--- src/rtl/dmem_arbiter_if.sv ---
// Bus bundle between the data-memory arbiter, its two requesters and the memory.
// slave = arbiter view, master = requester/memory-side view.
interface dmem_arbiter_if #(
    parameter int ADDR_W = 13,
    parameter int DATA_W = 32
);
    logic              m0_req;
    logic              m0_we;
    logic [ADDR_W-1:0] m0_addr;
    logic [DATA_W-1:0] m0_wdata;
    logic              m0_ack;
    logic              m0_stall;

    logic              m1_req;
    logic              m1_we;
    logic [ADDR_W-1:0] m1_addr;
    logic [DATA_W-1:0] m1_wdata;
    logic              m1_ack;

    logic [DATA_W-1:0] rd_data;

    logic              mem_read;
    logic              mem_write;
    logic [ADDR_W-1:0] mem_addr;
    logic [DATA_W-1:0] mem_wdata;
    logic [DATA_W-1:0] mem_rdata;

    modport slave (
        input  m0_req, m0_we, m0_addr, m0_wdata,
        output m0_ack, m0_stall,
        input  m1_req, m1_we, m1_addr, m1_wdata,
        output m1_ack,
        output rd_data,
        output mem_read, mem_write, mem_addr, mem_wdata,
        input  mem_rdata
    );

    modport master (
        output m0_req, m0_we, m0_addr, m0_wdata,
        input  m0_ack, m0_stall,
        output m1_req, m1_we, m1_addr, m1_wdata,
        input  m1_ack,
        input  rd_data,
        input  mem_read, mem_write, mem_addr, mem_wdata,
        output mem_rdata
    );
endinterface

--- src/rtl/dmem_arbiter.sv ---
// Round-robin arbiter/sequencer sharing the single-port data memory between the
// CPU data port (m0) and the loader port (m1); one transaction in flight at most.
module dmem_arbiter #(
    parameter int ADDR_W  = 13,
    parameter int DATA_W  = 32,
    parameter int MEM_LAT = 1
) (
    input logic          Clock,
    input logic          Reset,
    dmem_arbiter_if.slave bus
);
    typedef enum logic [1:0] {IDLE, ISSUE, WAIT, ACK} state_t;

    localparam logic [2:0] LAT_LOAD = 3'(MEM_LAT);

    state_t            state_q, state_d;
    logic              grant_q, grant_d;
    logic              last_grant_q, last_grant_d;
    logic              we_q, we_d;
    logic [2:0]        cnt_q, cnt_d;
    logic              mem_read_q, mem_read_d;
    logic              mem_write_q, mem_write_d;
    logic [ADDR_W-1:0] mem_addr_q, mem_addr_d;
    logic [DATA_W-1:0] mem_wdata_q, mem_wdata_d;
    logic [DATA_W-1:0] rd_data_q, rd_data_d;
    logic              m0_ack_q, m0_ack_d;
    logic              m1_ack_q, m1_ack_d;
    logic              win;
    logic              win_we;

    // On a tie the requester not served last wins; a lone request always wins.
    always_comb begin
        if (bus.m0_req && bus.m1_req) begin
            win = ~last_grant_q;
        end else begin
            win = bus.m1_req;
        end
        win_we = win ? bus.m1_we : bus.m0_we;
    end

    always_comb begin
        state_d      = state_q;
        grant_d      = grant_q;
        last_grant_d = last_grant_q;
        we_d         = we_q;
        cnt_d        = cnt_q;
        mem_addr_d   = mem_addr_q;
        mem_wdata_d  = mem_wdata_q;
        rd_data_d    = rd_data_q;
        mem_read_d   = 1'b0;
        mem_write_d  = 1'b0;
        m0_ack_d     = 1'b0;
        m1_ack_d     = 1'b0;

        case (state_q)
            IDLE: begin
                if (bus.m0_req || bus.m1_req) begin
                    grant_d      = win;
                    last_grant_d = win;
                    we_d         = win_we;
                    mem_addr_d   = win ? bus.m1_addr  : bus.m0_addr;
                    mem_wdata_d  = win ? bus.m1_wdata : bus.m0_wdata;
                    // Strobes are registered so they are high exactly during ISSUE.
                    mem_read_d   = ~win_we;
                    mem_write_d  = win_we;
                    state_d      = ISSUE;
                end
            end
            ISSUE: begin
                cnt_d   = LAT_LOAD;
                state_d = WAIT;
            end
            WAIT: begin
                cnt_d = cnt_q - 3'd1;
                if (cnt_q == 3'd1) begin
                    rd_data_d = we_q ? '0 : bus.mem_rdata;
                    m0_ack_d  = ~grant_q;
                    m1_ack_d  = grant_q;
                    state_d   = ACK;
                end
            end
            ACK: begin
                // Requests are deliberately not sampled here so a held req is not re-issued.
                state_d = IDLE;
            end
            default: state_d = IDLE;
        endcase
    end

    always_ff @(posedge Clock) begin
        if (Reset) begin
            state_q      <= IDLE;
            grant_q      <= 1'b0;
            last_grant_q <= 1'b1;
            we_q         <= 1'b0;
            cnt_q        <= '0;
            mem_read_q   <= 1'b0;
            mem_write_q  <= 1'b0;
            mem_addr_q   <= '0;
            mem_wdata_q  <= '0;
            rd_data_q    <= '0;
            m0_ack_q     <= 1'b0;
            m1_ack_q     <= 1'b0;
        end else begin
            state_q      <= state_d;
            grant_q      <= grant_d;
            last_grant_q <= last_grant_d;
            we_q         <= we_d;
            cnt_q        <= cnt_d;
            mem_read_q   <= mem_read_d;
            mem_write_q  <= mem_write_d;
            mem_addr_q   <= mem_addr_d;
            mem_wdata_q  <= mem_wdata_d;
            rd_data_q    <= rd_data_d;
            m0_ack_q     <= m0_ack_d;
            m1_ack_q     <= m1_ack_d;
        end
    end

    assign bus.mem_read  = mem_read_q;
    assign bus.mem_write = mem_write_q;
    assign bus.mem_addr  = mem_addr_q;
    assign bus.mem_wdata = mem_wdata_q;
    assign bus.rd_data   = rd_data_q;
    assign bus.m0_ack    = m0_ack_q;
    assign bus.m1_ack    = m1_ack_q;
    // Combinational so the PC/reg-file unfreeze in the very ack cycle.
    assign bus.m0_stall  = bus.m0_req & ~m0_ack_q;
endmodule
--- src/flat_wrapper.sv ---
// flat-port wrapper written by rule: the top's interface ports become plain ports
module dmem_arbiter_flat 
#(
    parameter int ADDR_W  = 13,
    parameter int DATA_W  = 32,
    parameter int MEM_LAT = 1
)
  (Clock, Reset, bus_m0_req, bus_m0_we, bus_m0_addr, bus_m0_wdata, bus_m0_ack, bus_m0_stall, bus_m1_req, bus_m1_we, bus_m1_addr, bus_m1_wdata, bus_m1_ack, bus_rd_data, bus_mem_read, bus_mem_write, bus_mem_addr, bus_mem_wdata, bus_mem_rdata);
  dmem_arbiter_if #(.ADDR_W(ADDR_W), .DATA_W(DATA_W)) bus_i ();
  input logic Clock;
  input logic Reset;
  input wire logic [$bits(bus_i.m0_req)-1:0] bus_m0_req;
  input wire logic [$bits(bus_i.m0_we)-1:0] bus_m0_we;
  input wire logic [$bits(bus_i.m0_addr)-1:0] bus_m0_addr;
  input wire logic [$bits(bus_i.m0_wdata)-1:0] bus_m0_wdata;
  output wire logic [$bits(bus_i.m0_ack)-1:0] bus_m0_ack;
  output wire logic [$bits(bus_i.m0_stall)-1:0] bus_m0_stall;
  input wire logic [$bits(bus_i.m1_req)-1:0] bus_m1_req;
  input wire logic [$bits(bus_i.m1_we)-1:0] bus_m1_we;
  input wire logic [$bits(bus_i.m1_addr)-1:0] bus_m1_addr;
  input wire logic [$bits(bus_i.m1_wdata)-1:0] bus_m1_wdata;
  output wire logic [$bits(bus_i.m1_ack)-1:0] bus_m1_ack;
  output wire logic [$bits(bus_i.rd_data)-1:0] bus_rd_data;
  output wire logic [$bits(bus_i.mem_read)-1:0] bus_mem_read;
  output wire logic [$bits(bus_i.mem_write)-1:0] bus_mem_write;
  output wire logic [$bits(bus_i.mem_addr)-1:0] bus_mem_addr;
  output wire logic [$bits(bus_i.mem_wdata)-1:0] bus_mem_wdata;
  input wire logic [$bits(bus_i.mem_rdata)-1:0] bus_mem_rdata;
  assign bus_i.m0_req = bus_m0_req;
  assign bus_i.m0_we = bus_m0_we;
  assign bus_i.m0_addr = bus_m0_addr;
  assign bus_i.m0_wdata = bus_m0_wdata;
  assign bus_m0_ack = bus_i.m0_ack;
  assign bus_m0_stall = bus_i.m0_stall;
  assign bus_i.m1_req = bus_m1_req;
  assign bus_i.m1_we = bus_m1_we;
  assign bus_i.m1_addr = bus_m1_addr;
  assign bus_i.m1_wdata = bus_m1_wdata;
  assign bus_m1_ack = bus_i.m1_ack;
  assign bus_rd_data = bus_i.rd_data;
  assign bus_mem_read = bus_i.mem_read;
  assign bus_mem_write = bus_i.mem_write;
  assign bus_mem_addr = bus_i.mem_addr;
  assign bus_mem_wdata = bus_i.mem_wdata;
  assign bus_i.mem_rdata = bus_mem_rdata;
  dmem_arbiter #(.ADDR_W(ADDR_W), .DATA_W(DATA_W), .MEM_LAT(MEM_LAT)) u_core (.Clock(Clock), .Reset(Reset), .bus(bus_i));
endmodule
--- config.mk ---
export PLATFORM = sky130hd
export DESIGN_NAME = dmem_arbiter_flat
export DESIGN_NICKNAME = d
export VERILOG_FILES = /design/src/rtl/dmem_arbiter_if.sv /design/src/rtl/dmem_arbiter.sv /design/src/flat_wrapper.sv
export SDC_FILE = /design/constraint.sdc
export NUM_CORES = 1
export LEC_CHECK = 0
export ABC_AREA = 1
export CAP_MARGIN = 20
export CELL_PAD_IN_SITES_DETAIL_PLACEMENT = 1
export CELL_PAD_IN_SITES_GLOBAL_PLACEMENT = 2
export CORE_ASPECT_RATIO = 0.8
export CORE_MARGIN = 8
export CORE_UTILIZATION = 25
export CTS_BUF_LIST = sky130_fd_sc_hd__clkbuf_4
export DETAILED_ROUTE_END_ITERATION = 10
export DONT_BUFFER_PORTS = 1
export PLACE_DENSITY_LB_ADDON = 0.1
export SLEW_MARGIN = 10
export SYNTH_ARGS = -nofsm -noshare
export SYNTH_HDL_FRONTEND = slang
export SYNTH_SLANG_ARGS = --single-unit
--- constraint.sdc ---
create_clock -name Clock -period 3.1 [get_ports Clock]
set_input_delay 0.62 -clock Clock [delete_from_list [all_inputs] [get_ports Clock]]
set_output_delay 0.62 -clock Clock [all_outputs]
set_load 0.005 [all_outputs]
# After elaboration in Yosys (flattened, before gate mapping)
# Cells that the tools add are included.
[totals] word_cells=46 output_inout_bits=82 in_bits=128 ff_bits=89
[op_classes] n_eq_ne=6 bitwise=9 add_sub_neg=1 reduce_logical=9 muxes=9
[op_table] operator="32-bit 2-to-1 mux" n=2
[op_table] operator="13-bit 2-to-1 mux" n=1
[op_table] operator="1-bit NOT" n=8
[op_table] operator="2-bit one-hot mux with 4 select lines" n=1
[op_table] operator="3-bit one-hot mux with 2 select lines" n=1
[op_table] operator="2-bit AND reduction" n=3
[op_table] operator="3-bit OR reduction" n=2
[op_table] operator="2-bit == test, second input constant" n=2
[op_table] operator="2-bit 2-to-1 mux" n=2
[op_table] operator="2-bit by 1-bit inequality test with 1-bit output, second input constant" n=2
[op_table] operator="3-bit by 1-bit == test with 1-bit output, second input constant" n=1
[op_table] operator="3-bit by 1-bit subtractor with 3-bit output, second input constant" n=1
[op_table] operator="2-bit by 1-bit == test with 1-bit output, second input constant" n=1
[op_table] operator="2-bit logical NOT" n=1
[op_table] operator="1-bit 2-to-1 mux" n=2
[op_table] operator="2-bit nonzero test" n=1
[op_table] operator="1-bit bitwise AND" n=1
[op_table] operator="1-bit logical AND" n=1
[op_table] operator="1-bit logical OR" n=1

# Longest topological paths before layout
# Gate-level depths: netlist of the first run.
[logic_depth] ltp_word=4 ltp_mapped=8 depth_no_buf=7

# Least setup slack after synthesis of the first run
# OpenSTA, ideal clock, no wires.
[synth_timing] kind="input -> output" start="in bus_m0_req" end="out bus_m0_stall" path_slack_ns=1.744 path_stages=2 n_path_buf=0 t_required_ns=2.480 arrival_time_ns=0.736 path_cell_list="inv_1 nor2_1"
[synth_between] elab_chain_cells=1
[synth_lines] item="start: declaration" line="flat_wrapper.sv:12" source="input wire logic [$bits(bus_i.m0_req)-1:0] bus_m0_req;"
[synth_lines] item="1-bit bitwise AND" line="dmem_arbiter.sv:128" source="assign bus.m0_stall = bus.m0_req & ~m0_ack_q;"
[synth_lines] item="end: declaration" line="flat_wrapper.sv:17" source="output wire logic [$bits(bus_i.m0_stall)-1:0] bus_m0_stall;"
# Every way passes these cells.

# Worst setup path in the final report of the first run
[layout_timing] start="reg u_core.state_q[0]" end="reg u_core.mem_wdata_q[7] (netlist: u_core.bus.mem_wdata[7])"
[layout_between] elab_chain_cells=2
[layout_lines] item="start: declaration" line="dmem_arbiter.sv:16" source="state_t state_q, state_d;"
[layout_lines] item="start signal: assignment" line="dmem_arbiter.sv:105" source="state_q <= state_d;"
[layout_lines] item="2-bit logical NOT" line="dmem_arbiter.sv:55" source="case (state_q)"
[layout_lines] item="2-bit AND reduction (no line)"
[layout_lines] item="end signal: assignment" line="dmem_arbiter.sv:113" source="mem_wdata_q <= mem_wdata_d;"
[layout_lines] item="end: declaration" line="dmem_arbiter.sv:24" source="logic [DATA_W-1:0] mem_wdata_q, mem_wdata_d;"
# Every way passes these cells.
# A chain may end at the register's enable or synchronous reset.

==> impl_metrics.env, run 1 <==
export IMPL_power_total_mw=3.454
export IMPL_arrival_ns=2.10
export IMPL_cts_tree="built"
export IMPL_slowest_delay_ns=0.48
export IMPL_netlist_instances=564
export IMPL_syn_nets=697
export IMPL_setup_viol=0
export IMPL_placed_cells=745
export IMPL_gp_congestion=0.7257
export IMPL_synth_distinct_cells=23
export IMPL_synth_seq_cells=89
export IMPL_cts_buffers=9
export IMPL_peakVddDrop_mv=0.2657
export IMPL_clk_pin_slew_worst_paths_ns=0.14
export IMPL_final_nets=669
export IMPL_synth_area_leader_cell="dfxtp_1"
export IMPL_cts_resized=0
export IMPL_yosysWarningCount=0
export IMPL_clkSinkCount=89
export IMPL_vias=3657
export IMPL_post_route_period_util=0.5668
export IMPL_clk_latency_ns=0.45
export IMPL_outcome="finished clean"
export IMPL_port_buffers=0
export IMPL_fin_crit_ns=1.757
export IMPL_path_class="flop to flop"
export IMPL_tns_ns=0
export IMPL_drtIter0Drc=184
export IMPL_dieArea_sq_mm=0.02076
export IMPL_die_h_microns=130.5
export IMPL_ys_top_cells_by_area="dfxtp_1 (44%), nand3_1 (10%), nor2_1 (9.1%), nand2_1 (8.4%), o21ai_0 (7.6%)"
export IMPL_crit_slowest_cell="buf_4"
export IMPL_drtPass1Iterations=4
export IMPL_die_w_microns=159.1
export IMPL_cp_end_kind="flop"
export IMPL_power_density_mw_per_mm2=797.9
export IMPL_worst_slew_pin_transition_ns=0.9788
export IMPL_grt_start_max_net_pins=96
export IMPL_fp_row_count=42
export IMPL_setup_slack_ns=1.343
export IMPL_clk_path_buf_depth=2
export IMPL_global_route_overflow_total=0
export IMPL_grt_usage=0.1316
export IMPL_hp_class="input pin to flop"
export IMPL_hpwl_microns=10250
export IMPL_dp_worst_setup_slack_ns=1.190
export IMPL_area_growth_pct=5.713
export IMPL_leakage_nw=1.794
export IMPL_grt_antenna_before_repair=6
export IMPL_syn_area_sq_mm=0.004095
export IMPL_vias_per_cell=4.793
export IMPL_cp_start_kind="flop"
export IMPL_fillers=2037
export IMPL_grt_pass1_vias=3776
export IMPL_ios=210
export IMPL_crit_chain="inv_1 > ha_1 > inv_1 > nor2_4 > buf_4 > nand2_1 > nor2_1 > nor2_1"
export IMPL_cp_max_fo=59
export IMPL_post_cts_buffers=0
export IMPL_synth_top_area_frac=0.4351
export IMPL_crit_required_ns=3.44
export IMPL_drive_gt1_frac=0.05176
export IMPL_skew_ns=0.02111
export IMPL_rsz0062_at_grt="false"
export IMPL_max_slew_margin=0.3467
export IMPL_max_freq_mhz=569.1
export IMPL_maxCapViolations=0
export IMPL_slew_violations=0
export IMPL_hold_violations=0
export IMPL_stdcell_count=763
export IMPL_drcViolationCount=0
export IMPL_ys_seq_area_frac=0.4351
export IMPL_drt_total_wl_microns=14110
export IMPL_routedWlPerCell_microns=18.49
export IMPL_cts_root_buffer="clkbuf_4"
export IMPL_htreeDepth=3
export IMPL_cts_hold_fix_buffers=0
export IMPL_whs_ns=0.2218
export IMPL_syn_area_per_cell_sq_um=7.261
export IMPL_drtAntennaViolNets=0
export IMPL_coreArea_sq_mm=0.01629
export IMPL_grt_pass1_wl_microns=21780
export IMPL_start_util=0.2514
[layout by cell type, fill, tap and decap left out, types with 2 or more instances in the layout]
| master | n |
|---|---|
| nor2_1 | 99 |
| nand2_1 | 92 |
| dfxtp_1 | 89 |
| nand3_1 | 83 |
| o21ai_0 | 62 |
| a21boi_1 | 32 |
| o21ai_1 | 19 |
| a21boi_0 | 13 |
| inv_1 | 11 |
| clkbuf_4 | 10 |
| buf_4 | 7 |
| ha_1 | 5 |
| a21oi_1 | 4 |
| diode_2 | 2 |
| clkinv_1 | 2 |
[cells in the mapped netlist (all sizes together)]
cell    count
o21ai      81
ha          5
dfxtp      89
a31oi       1
a21oi       4
inv        12
nand3      83
buf        30
nor2      101
nand2      93
nand4       1
nor3        2
clkbuf     17
a21boi     45
[per-layer routing]
layer	vias to the layer above	GRT usage	part of all wire
met1	1701	0.1483	0.43
met5	-	0	0.0031
met4	8	0.02656	0.0079
met2	118	0.2101	0.45
li1	1815	-	-
met3	15	0.08265	0.11
[flip-flops by register name, indices dropped and copies added (netlist names)]
name	flops
u_core.last_grant_q	1
u_core.bus.mem_read	1
u_core.bus.mem_addr	13
u_core.bus.mem_wdata	32
u_core.cnt_q	3
u_core.grant_q	1
u_core.bus.m0_ack	1
u_core.bus.m1_ack	1
u_core.we_q	1
u_core.state_q	2
u_core.bus.rd_data	32
u_core.bus.mem_write	1
[final timing paths]
path	start	end	slack, ns	cells after the start
max reg2reg	u_core.state_q[0]$_SDFFE_PP0P_	u_core.bus.mem_wdata[7]$_SDFFE_PP0P_	1.34	8
max	u_core.state_q[0]$_SDFFE_PP0P_	u_core.bus.mem_wdata[7]$_SDFFE_PP0P_	1.34	8
min	Reset	u_core.bus.mem_read$_SDFF_PP0_	0.22	1
min reg2reg	u_core.grant_q$_SDFFE_PP0P_	u_core.bus.m1_ack$_SDFF_PP0_	0.47	2
[worst max-delay path: cells and delay by family, from the launching register on]
family                   cells  cell delay, ns
AND/OR/NAND/NOR              4            0.41
flip-flops                   1            0.34
adder cells (fa/ha/maj)      1            0.22
buffers and inverters        3            0.67
[through the flow]
stage	area, sq um	utilization
CTS	4324	0.2654
global route	4329	0.2657
global placement	4190	0.2572
finish	4329	0.2657
detailed placement	4190	0.2572
floorplan	4095	-
[logic make-up (layout without fill, tap and decap cells)]
logic type / Yosys count / after routing / share of synthesized area
and+or+nand+nor: 280 / 280 / 0.2890
DFF: 89 / 89 / 0.4351
other: 0 / 2 / 0
buffers and inverters: 59 / 36 / 0.07271
adders and majority gates: 5 / 5 / 0.01528
AOI/OAI and AO/OA: 131 / 131 / 0.1879
[report_power, final]
group,switching [mW],total (mW),internal (mW)
sequential,0.260,1.70,1.44
combinational,0.732,1.10,0.368
clock,0.409,0.659,0.250
total,1.40,3.45,2.05
[area by class of cell]
| class | count | area [sq um] | share of cell area |
|---|---|---|---|
| Multi-Input combinational cell | 416 | 2016 | 0.4656 |
| Sequential cell | 89 | 1782 | 0.4116 |
| Tap cell | 220 | 275.3 | 0.06358 |
| Clock buffer | 10 | 75.07 | 0.01734 |
| Timing Repair Buffer | 8 | 72.57 | 0.01676 |
| Clock inverter | 6 | 58.81 | 0.01358 |
| Inverter | 12 | 45.04 | 0.01040 |
| Antenna cell | 2 | 5.005 | 0.001156 |
(Power assumes the default switching activity.)
==> run 2: changes to the inputs <==
==> constraint.sdc (replaced) <==
create_clock -name Clock -period 1.5 [get_ports Clock]
set_input_delay 0.3 -clock Clock [delete_from_list [all_inputs] [get_ports Clock]]
set_output_delay 0.3 -clock Clock [all_outputs]
set_load 0.005 [all_outputs]
==> run 2 against run 1 <==
Via count up 5.0%. Sequential share of layout area down 4.7 points. Routed wire length up 5.3%. Combinational power rose to 2.7 times the previous value. Sequential power up 110%. Power up 130%. Maximum frequency up 26%. Critical endpoint is now u_core.bus.mem_addr[6]$_SDFFE_PP0P_.
==> impl_metrics.env, run 2 (same netlist as run 1, synthesis figures left out) <==
export IMPL_clkSinkCount=89
export IMPL_grt_pass1_wl_microns=22480
export IMPL_tns_ns=0
export IMPL_crit_required_ns=1.86
export IMPL_final_cell_mix="nor2_1 (97), nand2_1 (92), dfxtp_1 (88), nand3_1 (82), o21ai_0 (59)"
export IMPL_final_nets=712
export IMPL_cts_root_buffer="clkbuf_4"
export IMPL_antennaDiodeCount=0
export IMPL_switching_share=0.3912
export IMPL_area_growth_pct=19.49
export IMPL_port_buffers=0
export IMPL_clk_pin_slew_worst_paths_ns=0.14
export IMPL_max_slew_margin=0.7183
export IMPL_peakVddDrop_mv=0.4427
export IMPL_post_route_period_util=0.9302
export IMPL_leakage_nw=2.021
export IMPL_internal_power_mw=4.747
export IMPL_global_route_overflow_total=0
export IMPL_grt_start_max_net_pins=96
export IMPL_grt_pass1_vias=3919
export IMPL_arrival_ns=1.75
export IMPL_hpwl_microns=9861
export IMPL_skew_ns=0.01412
export IMPL_path_class="flop to flop"
export IMPL_htreeDepth=3
export IMPL_grt_usage=0.1351
export IMPL_maxCapViolations=0
export IMPL_mostFrequentLayoutCell="nor2_1"
export IMPL_drt_total_wl_microns=14860
export IMPL_setup_slack_ns=0.1047
export IMPL_power_density_mw_per_mm2=1594
export IMPL_fin_crit_ns=1.395
export IMPL_routedWlPerCell_microns=18.51
export IMPL_dieArea_sq_mm=0.02076
export IMPL_utilization=0.3004
export IMPL_cp_end_kind="flop"
export IMPL_max_freq_mhz=716.7
export IMPL_pwr_share_comb=0.378
export IMPL_drtIter0Drc=132
export IMPL_cts_tree="built"
export IMPL_dp_worst_setup_slack_ns=0.02257
export IMPL_cp_start_kind="flop"
export IMPL_clk_latency_ns=0.45
export IMPL_die_h_microns=130.5
export IMPL_outcome="finished clean"
export IMPL_fp_row_count=42
export IMPL_grt_antenna_before_repair=4
export IMPL_start_util=0.2514
export IMPL_coreArea_sq_mm=0.01629
export IMPL_drive_gt1_frac=0.07547
export IMPL_p_seq_frac=0.449
export IMPL_clk_path_buf_depth=2
export IMPL_power_total_mw=7.798
export IMPL_drtPass1Iterations=4
export IMPL_die_w_microns=159.1
export IMPL_vias=3840
export IMPL_slew_violations=0
export IMPL_cts_buffers=9
export IMPL_p_sw_mw=3.051
export IMPL_drtAntennaViolNets=0
export IMPL_rsz0062_at_grt="true"
export IMPL_worst_slew_pin_transition_ns=0.4197
export IMPL_ios=210
export IMPL_gp_congestion=0.7423
export IMPL_vias_per_cell=4.782
export IMPL_setup_viol=0
export IMPL_drcViolationCount=0
export IMPL_hp_class="input pin to flop"
export IMPL_cp_max_fo=18
export IMPL_hold_violations=0
export IMPL_power_share_clock=0.173
[run 2: cell types whose count changed in the layout (fill, tap and decap cells not counted), sizes merged]
cell         change
dlygate4sd3     +33
buf              +6
clkbuf           +5
clkinv           -2
diode            -2
[run 2: area by class of cell]
class,instances,area [sq um]
repair buffers,51,623.1
inverters,12,45.04
well taps,220,275.3
flip-flops and latches,89,1783
clock inverters,4,45.04
multi-input cells,416,2039
clock buffers,11,82.58
fillers,1978,11400
[run 2: metrics by stage]
| step | instances | area, sq um | hold WS [ns] |
|---|---|---|---|
| after global placement | 748 | 4288 | 0.3759 |
| after detailed placement | 748 | 4288 | 0.3738 |
| after floorplan | 564 | 4095 | 0.3691 |
| after global routing | 803 | 4893 | 0.01938 |
| final | 803 | 4893 | 0.06312 |
| after CTS | 796 | 4755 | 0.001306 |
[run 2: final timing paths]
path,start,end,slack [ns],cells after the start
min reg2reg,u_core.grant_q$_SDFFE_PP0P_,u_core.bus.m1_ack$_SDFF_PP0_,0.45,2
max reg2reg,u_core.state_q[1]$_SDFFE_PP0P_,u_core.bus.mem_addr[6]$_SDFFE_PP0P_,0.10,9
max,u_core.state_q[1]$_SDFFE_PP0P_,u_core.bus.mem_addr[6]$_SDFFE_PP0P_,0.10,9
min,bus_m0_we,u_core.bus.mem_read$_SDFF_PP0_,0.06,3
[run 2: layer usage]
layer | GRT usage | wire (microns) | up-vias
li1 | - | - | 1899
met1 | 0.1650 | 6503 | 1799
met2 | 0.2081 | 6739 | 120
met3 | 0.07514 | 1471 | 14
met4 | 0.02324 | 100 | 8
met5 | 0 | 46 | -
[run 2: worst max-delay path, stage by stage (launching register included)]
cell	delay, ns
dfxtp_2	0.35
inv_1	0.08
ha_2	0.18
inv_1	0.06
nor2_4	0.09
buf_4	0.17
clkbuf_16	0.18
nand2_1	0.06
nor2_1	0.08
nor2_1	0.05
[run 2: timing repair]
item	CTS	global route
pin swaps	0	1
cloned	0	4
setup endpoints to repair	1	79
buffers inserted	0	3
gates resized for setup	1	10
hold buffers	33	0
hold endpoints to repair	36	0
[run 2: power groups by stage]
stage	Clock, mW	Combinational (mW)	Sequential [mW]
after detailed placement	0	2.54	3.57
after global placement	0	2.45	3.58
after CTS	1.45	2.63	3.52
final	1.35	2.95	3.50
after floorplan	0	1.95	3.33
after global routing	1.55	3.39	3.60
==> run 3: changes to the inputs <==
--- a/config.mk
+++ b/config.mk
@@ -5,14 +5,13 @@
 export SDC_FILE = /design/constraint.sdc
 export NUM_CORES = 1
 export LEC_CHECK = 0
-export ABC_AREA = 1
+export ABC_AREA = 0
 export CAP_MARGIN = 20
 export CELL_PAD_IN_SITES_DETAIL_PLACEMENT = 1
 export CELL_PAD_IN_SITES_GLOBAL_PLACEMENT = 2
 export CORE_ASPECT_RATIO = 0.8
 export CORE_MARGIN = 8
-export CORE_UTILIZATION = 25
-export CTS_BUF_LIST = sky130_fd_sc_hd__clkbuf_4
+export CORE_UTILIZATION = 30
 export DETAILED_ROUTE_END_ITERATION = 10
 export DONT_BUFFER_PORTS = 1
 export PLACE_DENSITY_LB_ADDON = 0.1
==> run 3 against run 2 <==
Highest routed layer is now met4. Flip-flop and latch count unchanged. Final area decreased by 15%. Cell count decreased by 34%. Register-to-register slack got worse by 0.04 ns. Clock-buffer cell count decreased by 2. Clock power increased by 80%. Largest power group unchanged. First-iteration DRC count decreased by 42%. Synthesized cell count decreased by 32%. Non-clock buffer count decreased by 38. Clock skew decreased by 0.0074 ns. Critical path type unchanged.
==> impl_metrics.env, run 3 <==
export IMPL_cts_root_buffer="clkbuf_16"
export IMPL_gp_congestion=0.6791
export IMPL_dp_worst_setup_slack_ns=-0.06733
export IMPL_routedWlPerCell_microns=22.47
export IMPL_peakVddDrop_mv=0.5948
export IMPL_whs_ns=0.05488
export IMPL_pwr_share_comb=0.302
export IMPL_synth_top_cells_by_count="dfxtp_1 (89), a21oi_1 (48), nor2_1 (48)"
export IMPL_drtIter0Drc=76
export IMPL_stdcell_count=526
export IMPL_maxCapViolations=0
export IMPL_p_sw_mw=2.815
export IMPL_die_w_microns=136.5
export IMPL_yosysWarningCount=0
export IMPL_placed_cells=507
export IMPL_drt_total_wl_microns=11820
export IMPL_wl_met1_microns=4832
export IMPL_p_seq_frac=0.406
export IMPL_drtAntennaViolNets=0
export IMPL_ys_top_cells_by_area="dfxtp_1 (51%), a211oi_1 (9.3%), a22o_1 (8.0%), a21oi_1 (6.9%), nor2_1 (5.2%)"
export IMPL_postSynth_asyncResetShare=0
export IMPL_worst_slew_pin_transition_ns=0.2789
export IMPL_synth_top_area_frac=0.5109
export IMPL_hold_violations=0
export IMPL_drtPass1Iterations=4
export IMPL_final_nets=506
export IMPL_switching_share=0.3383
export IMPL_grt_pass1_vias=3097
export IMPL_clk_path_buf_depth=2
export IMPL_register_area_sq_mm=0.001784
export IMPL_slew_violations=0
export IMPL_skew_ns=0.006744
export IMPL_coreArea_sq_mm=0.01143
export IMPL_max_slew_margin=0.8088
export IMPL_power_total_mw=8.320
export IMPL_power_share_clock=0.292
export IMPL_area_growth_pct=19.02
export IMPL_vias=2860
export IMPL_mostFrequentLayoutCell="dfxtp_1"
export IMPL_grt_start_max_net_pins=61
export IMPL_cts_tree="built"
export IMPL_top_layer="met4"
export IMPL_clk_latency_ns=0.33
export IMPL_antennaDiodeCount=0
export IMPL_yosysMostFrequentCell="dfxtp_1"
export IMPL_htreeDepth=3
export IMPL_synth_top_flop_cell="dfxtp_1"
export IMPL_rsz0062_at_grt="false"
export IMPL_ios=210
export IMPL_port_buffers=0
export IMPL_clk_pin_slew_worst_paths_ns=0.06
export IMPL_syn_nets=514
export IMPL_synth_area_leader_cell="dfxtp_1"
export IMPL_syn_area_per_cell_sq_um=9.152
export IMPL_vias_per_cell=5.437
export IMPL_hp_class="input pin to flop"
export IMPL_synth_seq_cells=89
export IMPL_outcome="finished clean"
export IMPL_cp_end_kind="flop"
export IMPL_crit_required_ns=1.77
export IMPL_setup_viol=0
export IMPL_routed_wl_met2_microns=5568
export IMPL_leakage_nw=1.583
export IMPL_cp_max_fo=16
export IMPL_internal_power_mw=5.505
export IMPL_cts_buffers=9
export IMPL_grt_pass1_wl_microns=17270
export IMPL_drcViolationCount=0
export IMPL_synth_distinct_cells=34
export IMPL_start_util=0.3051
export IMPL_final_area_sq_mm=0.004150
export IMPL_arrival_ns=1.71
export IMPL_netlist_instances=381
export IMPL_grt_usage=0.1435
export IMPL_grt_antenna_before_repair=0
export IMPL_tns_ns=0
export IMPL_ys_seq_area_frac=0.5109
export IMPL_power_density_mw_per_mm2=2005
export IMPL_setup_slack_ns=0.06185
export IMPL_drive_gt1_frac=0.1270
export IMPL_multi_input_area_sq_mm=0.001604
export IMPL_die_h_microns=112.4
export IMPL_global_route_overflow_total=0
export IMPL_post_route_period_util=0.9588
export IMPL_synth_edf_count=0
export IMPL_clkSinkCount=89
export IMPL_fillers=1282
export IMPL_dieArea_sq_mm=0.01535
export IMPL_syn_area_sq_mm=0.003487
export IMPL_max_freq_mhz=695.3
export IMPL_fin_crit_ns=1.438
export IMPL_path_class="flop to flop"
export IMPL_utilization=0.3631
export IMPL_final_cell_mix="dfxtp_1 (87), a21oi_1 (48), nor2_1 (48), nand2_1 (45), a211oi_1 (42)"
export IMPL_cp_start_kind="flop"
export IMPL_met3_length_microns=1291
export IMPL_fp_row_count=35
export IMPL_hpwl_microns=8177
export IMPL_placed_area_sq_mm=0.003714
-- run 3: cell count changes after synthesis, sizes merged, moves of 5 or more --
cell    change
a21oi      +44
a211oi     +47
nor2       -53
inv         -7
nand3      -82
a21boi     -44
buf         -8
o21ai      -79
nand2      -47
a22o       +32
nand2b      +5
clkbuf      -7
-- run 3: kinds of logic (layout without fill, tap and decap cells) --
logic type | after synthesis | in the layout | synth area share
buf+inv | 37 | 34 | 0.05167
simple gates | 111 | 111 | 0.1342
compound gates | 137 | 137 | 0.2795
flops | 89 | 89 | 0.5109
fa+ha+maj | 5 | 5 | 0.01794
mux | 2 | 2 | 0.005741
-- run 3: metal layers --
metal,up-vias,track usage
li1,1336,-
met1,1401,0.1513
met2,116,0.2434
met3,7,0.07143
met4,0,0.04675
met5,-,0
-- run 3: final timing paths --
check | cells past startpoint | from | endpoint | slack [ns]
setup / recovery | 7 | u_core.state_q[0]$_SDFFE_PP0P_ | u_core.bus.rd_data[27]$_SDFFE_PP0P_ | 0.06
setup reg to reg | 7 | u_core.state_q[0]$_SDFFE_PP0P_ | u_core.bus.rd_data[27]$_SDFFE_PP0P_ | 0.06
hold / removal | 1 | Reset | u_core.bus.m0_ack$_SDFF_PP0_ | 0.05
hold reg to reg | 1 | u_core.grant_q$_SDFFE_PP0P_ | u_core.bus.m0_ack$_SDFF_PP0_ | 0.47
-- run 3: layout make-up --
class / count / share of cell area
Clock inverter: 7 / 0.02412
Tap cell: 148 / 0.04462
Multi-Input combinational cell: 255 / 0.3865
Timing Repair Buffer: 13 / 0.05607
Inverter: 5 / 0.004522
Sequential cell: 89 / 0.4299
Clock buffer: 9 / 0.05427
-- run 3: power groups by stage --
stage / logic, mW / clock network [mW] / registers (mW)
after global routing: 2.81 / 2.63 / 3.46
after floorplan: 1.69 / 0 / 3.26
after CTS: 2.38 / 2.53 / 3.39
after global placement: 2.24 / 0 / 3.44
final: 2.51 / 2.43 / 3.38
after detailed placement: 2.30 / 0 / 3.44
-- run 3: critical path: stages, from the launching register on --
cell and delay (ns):
dfxtp_1 0.31, inv_2 0.12, ha_4 0.17, nand2_2 0.09
nor4_4 0.21, buf_4 0.18, clkbuf_16 0.17, a22o_1 0.13
-- run 3: timing repair --
action | CTS | global route
pin swaps | 0 | 1
setup endpoints to repair | 32 | 55
gates resized for setup | 2 | 10
setup buffers | 0 | 1
hold buffers | 0 | 0
hold endpoints to repair | 0 | 0
cloned | 0 | 2
